--- src/rtl/arith_pkg.sv ---
// Shared definitions for the ripple arithmetic family: the default operand
// width and the start/done sequencer states used by the serial datapaths.
package arith_pkg;

    localparam int ARITH_WIDTH = 4;

    typedef enum logic [1:0] {
        IDLE = 2'd0,
        RUN  = 2'd1,
        DONE = 2'd2
    } state_t;

endpackage

--- src/rtl/full_subtractor.sv ---
// One-bit full subtractor cell: d = x - y - z with borrow-out bo.
// Mirror image of the full-adder cell used in the combinational ripple adder.
module full_subtractor (
    input  logic x,
    input  logic y,
    input  logic z,
    output logic d,
    output logic bo
);

    assign d  = x ^ y ^ z;
    assign bo = (~x & y) | (~(x ^ y) & z);

endmodule

--- src/rtl/serial_subtractor.sv ---
// Bit-serial ripple subtractor: diff = a - b - bin, one bit per clock, LSB
// first, through a single full-subtractor cell with a registered borrow.
// Operands are captured on an accepted start; results appear with a one-cycle
// done pulse and are held until the next completion.
module serial_subtractor
    import arith_pkg::*;
#(
    parameter int WIDTH = ARITH_WIDTH
) (
    input  logic             clk,
    input  logic             rst,
    input  logic             start,
    input  logic [WIDTH-1:0] a,
    input  logic [WIDTH-1:0] b,
    input  logic             bin,
    output logic             busy,
    output logic             done,
    output logic [WIDTH-1:0] diff,
    output logic             bout,
    output logic             ovf
);

    localparam int               CNT_W    = $clog2(WIDTH) + 1;
    localparam logic [CNT_W-1:0] LAST_CNT = CNT_W'(WIDTH - 1);

    state_t           state_q, state_d;
    logic [WIDTH-1:0] sa_q, sa_d;
    logic [WIDTH-1:0] sb_q, sb_d;
    logic [WIDTH-1:0] res_q, res_d;
    logic [WIDTH-1:0] diff_q, diff_d;
    logic             brw_q, brw_d;
    logic             bout_q, bout_d;
    logic             ovf_q, ovf_d;
    logic [CNT_W-1:0] cnt_q, cnt_d;
    logic             cell_d;
    logic             cell_bo;
    logic             last_bit;

    // The single cell sees the current LSBs of the shifting operands plus the
    // borrow produced by the previous bit position.
    full_subtractor u_cell (
        .x  (sa_q[0]),
        .y  (sb_q[0]),
        .z  (brw_q),
        .d  (cell_d),
        .bo (cell_bo)
    );

    assign last_bit = (cnt_q == LAST_CNT);

    // State register; reset aborts any operation in flight.
    always_ff @(posedge clk or posedge rst) begin
        if (rst) begin
            state_q <= IDLE;
        end else begin
            state_q <= state_d;
        end
    end

    // Next-state: accept start only when idle, leave RUN after the MSB bit.
    always_comb begin
        state_d = state_q;
        case (state_q)
            IDLE:    if (start) state_d = RUN;
            RUN:     if (last_bit) state_d = DONE;
            DONE:    state_d = IDLE;
            default: state_d = IDLE;
        endcase
    end

    // Handshake outputs are pure state decodes, so no input reaches them.
    always_comb begin
        busy = (state_q == RUN) || (state_q == DONE);
        done = (state_q == DONE);
    end

    // Datapath next values: capture, shift one bit per cycle, publish at the end.
    always_comb begin
        sa_d   = sa_q;
        sb_d   = sb_q;
        res_d  = res_q;
        brw_d  = brw_q;
        cnt_d  = cnt_q;
        diff_d = diff_q;
        bout_d = bout_q;
        ovf_d  = ovf_q;
        case (state_q)
            IDLE: begin
                if (start) begin
                    sa_d  = a;
                    sb_d  = b;
                    brw_d = bin;
                    cnt_d = '0;
                end
            end
            RUN: begin
                sa_d  = {1'b0, sa_q[WIDTH-1:1]};
                sb_d  = {1'b0, sb_q[WIDTH-1:1]};
                res_d = {cell_d, res_q[WIDTH-1:1]};
                brw_d = cell_bo;
                cnt_d = cnt_q + 1'b1;
                if (last_bit) begin
                    // brw_q here is the borrow into the MSB cell; signed
                    // overflow is its disagreement with the final borrow.
                    diff_d = {cell_d, res_q[WIDTH-1:1]};
                    bout_d = cell_bo;
                    ovf_d  = brw_q ^ cell_bo;
                end
            end
            default: begin
            end
        endcase
    end

    // Datapath registers.
    always_ff @(posedge clk or posedge rst) begin
        if (rst) begin
            sa_q   <= '0;
            sb_q   <= '0;
            res_q  <= '0;
            brw_q  <= 1'b0;
            cnt_q  <= '0;
            diff_q <= '0;
            bout_q <= 1'b0;
            ovf_q  <= 1'b0;
        end else begin
            sa_q   <= sa_d;
            sb_q   <= sb_d;
            res_q  <= res_d;
            brw_q  <= brw_d;
            cnt_q  <= cnt_d;
            diff_q <= diff_d;
            bout_q <= bout_d;
            ovf_q  <= ovf_d;
        end
    end

    assign diff = diff_q;
    assign bout = bout_q;
    assign ovf  = ovf_q;

endmodule
--- config.mk ---
export PLATFORM = sky130hd
export DESIGN_NAME = serial_subtractor
export DESIGN_NICKNAME = d
export VERILOG_FILES = /design/src/rtl/arith_pkg.sv /design/src/rtl/full_subtractor.sv /design/src/rtl/serial_subtractor.sv
export SDC_FILE = /design/constraint.sdc
export NUM_CORES = 1
export LEC_CHECK = 0
export ABC_CLOCK_PERIOD_IN_PS = 1500
export CAP_MARGIN = 20
export CORE_MARGIN = 2
export CORE_UTILIZATION = 46
export DETAILED_ROUTE_END_ITERATION = 6
export PLACE_DENSITY = 0.81
export REMOVE_ABC_BUFFERS = 1
export SLEW_MARGIN = 20
export SYNTH_ARGS = -nofsm -noshare
export SYNTH_HDL_FRONTEND = slang
export SYNTH_HIERARCHICAL = 1
export SYNTH_SLANG_ARGS = --single-unit
--- constraint.sdc ---
create_clock -name clk -period 1.5 [get_ports clk]
set_input_delay 0.3 -clock clk [delete_from_list [all_inputs] [get_ports clk]]
set_output_delay 0.3 -clock clk [all_outputs]
set_load 0.02 [all_outputs]
==> results.toml, run 1 <==
[grt]
use_met1_pct = 22.88
grt_pass1_vias = 824
grt-busiest-layer = "met2"
track_usage_pct = 17.90
overflow = 0
grt_use_met2_pct = 29.96
grt_start_max_net_pins = 24
grt_util_met3_pct = 2.419
grt_pass1_wl_mm = 3.767
grt_antenna_before_repair = 0

[sta]
slew_violations = 0
timing.final.hold_violations = 0
period_share_pct = 100.7
timing_worst_slew_pin_value_ns = 0.3006
rsz0062_at_grt = "yes"
worst_slack_ns = -0.01011
finalCriticalPeriod_ns = 1.510
setup_viol = 2
hold_slack_ns = 0.3005
fmax_ghz = 0.6622
tns_ns = -0.01360
skew_ns = 0.003956
relSlewSlack_pct = 79.96

[floorplan]
coreArea_mm2 = 0.002477
dieArea_mm2 = 0.003036
boundaryPins = 20
fp.dieH_um = 55.10
die_w_um = 55.10
num_rows = 18
initial_utilization_pct = 48.48

[detailed_routing]
vias = 867
viasPerCell = 5.453
wirelength_mm = 2.492
drt-initial-drc-count = 13
firstDrtPassIters = 4
wire_per_inst_um = 15.67
drc_errors = 0
ant_nets = 0

[setup_path]
slowest_delay_ns = 0.44
path_cells = "inv_2 > ha_4 > buf_6"
cp_slowest_cell = "dfrtp_1"
worstSetupPathType = "register to output pin"
start_kind = "register"
end_kind = "output pin"
path_max_fanout = 3
cp.required_ns = 1.20
critPathTopFamily = "flip-flops"
worstPathArrival_ns = 1.21
path_buf_inv = 2

[place]
gp_congestion = 0.8111
postPlaceCellArea_mm2 = 0.001455
dp.final_hpwl_mm = 1.725
io_buffers = 19

[synth]
synth_area_mm2 = 0.001201
synthAdderAreaFrac_pct = 6.875
synth_seq_cells = 23
synth_top_family_by_area = "compound AO/OA/AOI/OAI gates"
synthXorXnorAreaFrac_pct = 0.7292
synth.area.top_cells = "dfrtp_1 48%, mux2_2 12%, ha_1 5.2%"
yosys.area.top_type = "dfrtp_1"
ys_seq_area_share_pct = 47.92
syn_area_per_cell_um2 = 11.78
ys_warn_count = 6
synth_cell_types = 29
synthMuxAreaShare_pct = 12.19
syn_inst = 102
synth_compound_area_share_pct = 16.98
synthSimpleGateAreaFrac_pct = 9.167
yosysTopAreaCellShare_pct = 47.92

[power_and_ir_drop]
p_leak_uw = 0.0007376
powerDensity_mw_per_mm2 = 2287
p_total_uw = 3651
max-vdd-ir-drop_mv = 1.939

[status]
violations = "setup timing"
outcome = "complete, but fails checks"

[clock_tree]
cts_root_buffer = "clkbuf_4"
clkSlewWorstSetupHoldPaths_ns = 0.13
clk_path_buf_depth = 2
cts_sinks = 23
cts_buffers = 3
insertion_delay_ns = 0.32
cts_tree = "done"
htreeDepth = 1

[layout]
nNetsFinal = 148
fin_area_mm2 = 0.001597
n_fill_cell = 216
insertedDiodeCount = 0
area_growth_pct = 32.92
utilization_pct = 64.44
layout-drive-gt1-share_pct = 37.21

[run]
drv_cap = 0

[worst_hold_path]
hold_path_class = "primary input to async pin"
per-layer routing:
layer	routed length, µm	up-vias	part of all wire, %
met1	1169	424	47
met5	0	-	0
li1	-	422	-
met3	94	2	3.8
met4	27	0	1.1
met2	1200	19	48
worst paths after layout:
| check | startpoint | endpoint | slack, ns | depth (start not counted) |
|---|---|---|---|---|
| setup / recovery | state_q[0] | busy | -0.01 | 3 |
| hold reg to reg | ovf | ovf | 0.50 | 2 |
| max in group asynchronous | rst | sb_q[3] | 0.97 | 3 |
| hold / removal | rst | res_q[3] | 0.30 | 3 |
| setup reg to reg | state_q[1] | brw_q | 0.06 | 6 |
| min in group clk | ovf | ovf | 0.50 | 2 |
logic make-up (layout without fill, tap and decap cells):
logic type / Yosys count / in the layout
AOI/OAI and AO/OA: 28 / 28
xor gates and xnor gates: 1 / 1
adders and majority gates: 6 / 6
buffers and inverters: 13 / 40
DFF: 23 / 23
muxes: 13 / 13
and+or+nand+nor: 18 / 18
metrics by stage:
step           setup slack (ns)  cells
6_report               -0.01011    159
5_1_grt                -0.07387    159
4_1_cts                -0.03076    156
3_5_place_dp            -0.1204    152
3_3_place_gp           -0.07523    152
2_1_floorplan           -0.1985     97
cell type report:
type | instances | area (µm²) | share of cell area (%)
timing repair buffer | 28 | 306.5 | 19.20
clock inverter | 1 | 5.005 | 0.3135
tap | 30 | 37.54 | 2.351
multi-input combinational | 66 | 619.3 | 38.79
clock buffer | 3 | 22.52 | 1.411
sequential | 23 | 575.6 | 36.05
inverter | 8 | 30.03 | 1.881
where the power goes:
part	total, µW	switching [µW]	leakage [µW]	internal [µW]
Combinational	2220	1010	0.000436	1220
Sequential	1130	218	0.000284	911
Clock	300	200	0.0000177	100
Total	3650	1420	0.000738	2230
cells in the mapped netlist:
cell type  instances
nand2_1            3
and3_1             2
dfrtp_1           23
or2b_4             1
o22ai_1            8
o21a_1             1
a22o_1             5
a221o_1            2
o22ai_2            1
nor2b_1            2
nor3b_1            1
a211oi_2           1
ha_1               5
a21oi_1            5
xnor2_1            1
nand2_2            2
fa_1               1
buf_2              2
o221ai_1           1
buf_6              3
o21ai_0            3
inv_1              8
nor3_1             1
nor2b_4            1
mux2_2            13
and2_1             1
o21ai_2            1
nand2b_1           1
nor2_1             3
flip-flops by register name, indices dropped and copies added (netlist names):
register  flops
diff          4
sa_q          4
sb_q          4
cnt_q         3
res_q         3
state_q       2
bout          1
brw_q         1
ovf           1
worst min-delay path, cell delays in order:
cell and delay, ns:
clkdlybuf4s50_1 0.39, inv_1 0.05, buf_4 0.29
placed cells by master (no fill, tap or decap), types with 2 or more instances in the layout:
| master | count |
|---|---|
| ha_4 | 2 |
| ha_1 | 2 |
| clkbuf_4 | 3 |
| nor2_1 | 3 |
| o22ai_2 | 5 |
| dfrtp_1 | 23 |
| a21oi_1 | 5 |
| clkbuf_16 | 2 |
| clkdlybuf4s50_1 | 11 |
| a221o_1 | 2 |
| o21ai_0 | 3 |
| mux2_2 | 13 |
| inv_1 | 5 |
| dlygate4sd2_1 | 6 |
| nand2_1 | 3 |
| a22o_1 | 5 |
| buf_12 | 2 |
| o22ai_1 | 4 |
| and3_1 | 2 |
| buf_4 | 5 |
| inv_2 | 3 |
timing repair:
| action | 4_1_cts | 5_1_grt |
|---|---|---|
| hold buffers | 0 | 0 |
| endpoints found under the setup margin | 9 | 15 |
| cloned | 0 | 2 |
| resized for setup | 17 | 14 |
| buffers inserted | 0 | 1 |
Note: power is estimated with default switching activity, not from simulation.
==> inputs of run 2 (changes only) <==
--- a/config.mk
+++ b/config.mk
@@ -5,12 +5,13 @@
 export SDC_FILE = /design/constraint.sdc
 export NUM_CORES = 1
 export LEC_CHECK = 0
-export ABC_CLOCK_PERIOD_IN_PS = 1500
+export ABC_CLOCK_PERIOD_IN_PS = 1900
 export CAP_MARGIN = 20
 export CORE_MARGIN = 2
-export CORE_UTILIZATION = 46
+export CORE_UTILIZATION = 55
 export DETAILED_ROUTE_END_ITERATION = 6
-export PLACE_DENSITY = 0.81
+export HOLD_SLACK_MARGIN = 0.12
+export PLACE_DENSITY = 0.9
 export REMOVE_ABC_BUFFERS = 1
 export SLEW_MARGIN = 20
 export SYNTH_ARGS = -nofsm -noshare
==> constraint.sdc (replaced) <==
create_clock -name clk -period 1.9 [get_ports clk]
set_input_delay 0.38 -clock clk [delete_from_list [all_inputs] [get_ports clk]]
set_output_delay 0.38 -clock clk [all_outputs]
set_load 0.02 [all_outputs]
==> run 2 against run 1 <==
  * Total power decreased by 33%
  * Largest cell class is now flip-flops and latches
  * Critical endpoint unchanged
  * Die area fell by 15%
  * The flow now finishes without violations
  * Via count down 2.8%
  * Core utilization up 7.2 points
  * Register-to-register slack gained 0.19 ns
  * First-iteration DRC count shrank 46%
  * Sequential power shrank 23%
  * Global-route usage grew 1.2 points
  * Flip-flop and latch count did not move
  * Worst hold slack improved by 0.086 ns
==> results.toml, run 2 (same netlist as run 1, synthesis figures left out) <==
[sta]
timing_worst_slew_pin_value_ns = 0.3403
worst_slack_ns = 0.1470
timing.final.hold_violations = 0
relSlewSlack_pct = 77.31
period_share_pct = 92.26
finalCriticalPeriod_ns = 1.753
rsz0062_at_grt = "no"
slew_violations = 0
fmax_ghz = 0.5705
skew_ns = 0.004384
setup_viol = 0
tns_ns = 0

[place]
gp_congestion = 0.7189
postPlaceCellArea_mm2 = 0.001411
dp_cells = 147
dpl_worst_slack_ns = 0.1607
io_buffers = 19
dp.final_hpwl_mm = 1.530

[clock_tree]
cts_tree = "done"
holdBufCountCts = 0
clk_path_buf_depth = 2
insertion_delay_ns = 0.31
cts_root_buffer = "clkbuf_4"
htreeDepth = 1
cts_sinks = 23
cts_buffers = 3
cts_setup_buffers = 0
clkSlewWorstSetupHoldPaths_ns = 0.12

[setup_path]
start_kind = "register"
slowest_delay_ns = 0.40
path_cells = "inv_1 > ha_1 > dlygate4sd2_1"
rr_endpoint = "sa_q[1]"
rr_startpoint = "state_q[1]"
worstPathArrival_ns = 1.37
end_kind = "output pin"
cp.required_ns = 1.52
crit_path_end = "busy"
cp_slowest_cell = "dfrtp_1"
critPathLaunch = "state_q[1]"
worstSetupPathType = "register to output pin"
path_max_fanout = 3
worst-r2r-cell-count = 5
reg2reg_slack_ns = 0.25

[power_and_ir_drop]
cell_internal_pwr_uw = 1483
p_comb_share_pct = 55.2
powerDensity_mw_per_mm2 = 1709
clockPowerShare_pct = 9.2
switchingPower_uw = 969.5
seq_power_share_pct = 35.6
switching_share_pct = 39.54
max-vdd-ir-drop_mv = 0.8647
p_leak_uw = 0.0006501

[status]
outcome = "complete, no violations"

[layout]
utilization_pct = 71.69
stdcell_count = 151
insertedDiodeCount = 0
seq_area_um2 = 575.6
layout-drive-gt1-share_pct = 21.77
nNetsFinal = 143
final_cell_mix = "23 x dfrtp_1, 17 x clkdlybuf4s50_1, 13 x mux2_2"
fin_area_mm2 = 0.001435
area_growth_pct = 19.48
layout_commonest_cell = "dfrtp_1"
n_fill_cell = 163
multi_input_area_um2 = 551.8

[worst_hold_path]
hold_path_class = "primary input to async pin"

[detailed_routing]
drc_errors = 0
ant_nets = 0
viasPerCell = 5.583
drt-initial-drc-count = 7
wirelength_mm = 2.093
wire_per_inst_um = 13.86
firstDrtPassIters = 4
vias = 843

[floorplan]
die_w_um = 50.73
num_rows = 16
fp.dieH_um = 50.73
initial_utilization_pct = 60.00
coreArea_mm2 = 0.002002
dieArea_mm2 = 0.002574
boundaryPins = 20

[grt]
grt_pass1_wl_mm = 3.670
grt_start_max_net_pins = 24
track_usage_pct = 19.14
overflow = 0
grt_pass1_vias = 826
grt_antenna_before_repair = 0

[run]
drv_cap = 0
## run 2: worst min path at each step
stage / from / to / cells past startpoint / slack (ns)
2_1_floorplan: rst / bout / 1 / 0.38
3_3_place_gp: ovf / ovf / 2 / 0.46
3_5_place_dp: ovf / ovf / 2 / 0.47
4_1_cts: rst / state_q[0] / 3 / 0.39
5_1_grt: rst / state_q[0] / 3 / 0.42
6_report: rst / diff[1] / 3 / 0.39
## run 2: final cells by class
cell class / instances / area share (%)
Clock buffer: 4 / 1.831
Inverter: 8 / 2.092
Multi-Input combinational cell: 66 / 38.45
Sequential cell: 23 / 40.10
Tap cell: 27 / 2.354
Timing Repair Buffer: 23 / 15.17
## run 2: timing repair
item | CTS | global route
gates resized for setup | 2 | 0
setup endpoints to repair | 2 | 0
hold endpoints to repair | 0 | 0
## run 2: metal layers
| metal | part of all wire (%) | wire, µm | track usage [%] | vias to the layer above |
|---|---|---|---|---|
| li1 | - | - | - | 410 |
| met1 | 46 | 960 | 27.20 | 406 |
| met3 | 4.8 | 100 | 2.679 | 4 |
| met2 | 48 | 1004 | 30.04 | 23 |
| met4 | 1.4 | 29 | 6.757 | 0 |
| met5 | 0 | 0 | 0 | - |
## run 2: through the flow
stage | total power, µW | hold slack [ns]
3_5_place_dp | 2260 | 0.4699
6_report | 2452 | 0.3868
2_1_floorplan | 1849 | 0.3819
4_1_cts | 2474 | 0.3908
3_3_place_gp | 2183 | 0.4644
5_1_grt | 2654 | 0.4194
## run 2: power by group through the flow
stage	Combinational, µW	Sequential [µW]	Clock (µW)
6_report	1350	873	226
2_1_floorplan	927	922	0
4_1_cts	1360	875	235
3_5_place_dp	1380	883	0
3_3_place_gp	1310	868	0
5_1_grt	1500	903	252
## run 2: worst max-delay path, delay by kind of cell, from the launching register on
family | cells | cell delay, ns
flip-flops | 1 | 0.40
adder cells (fa/ha/maj) | 1 | 0.26
buffers and inverters | 2 | 0.40
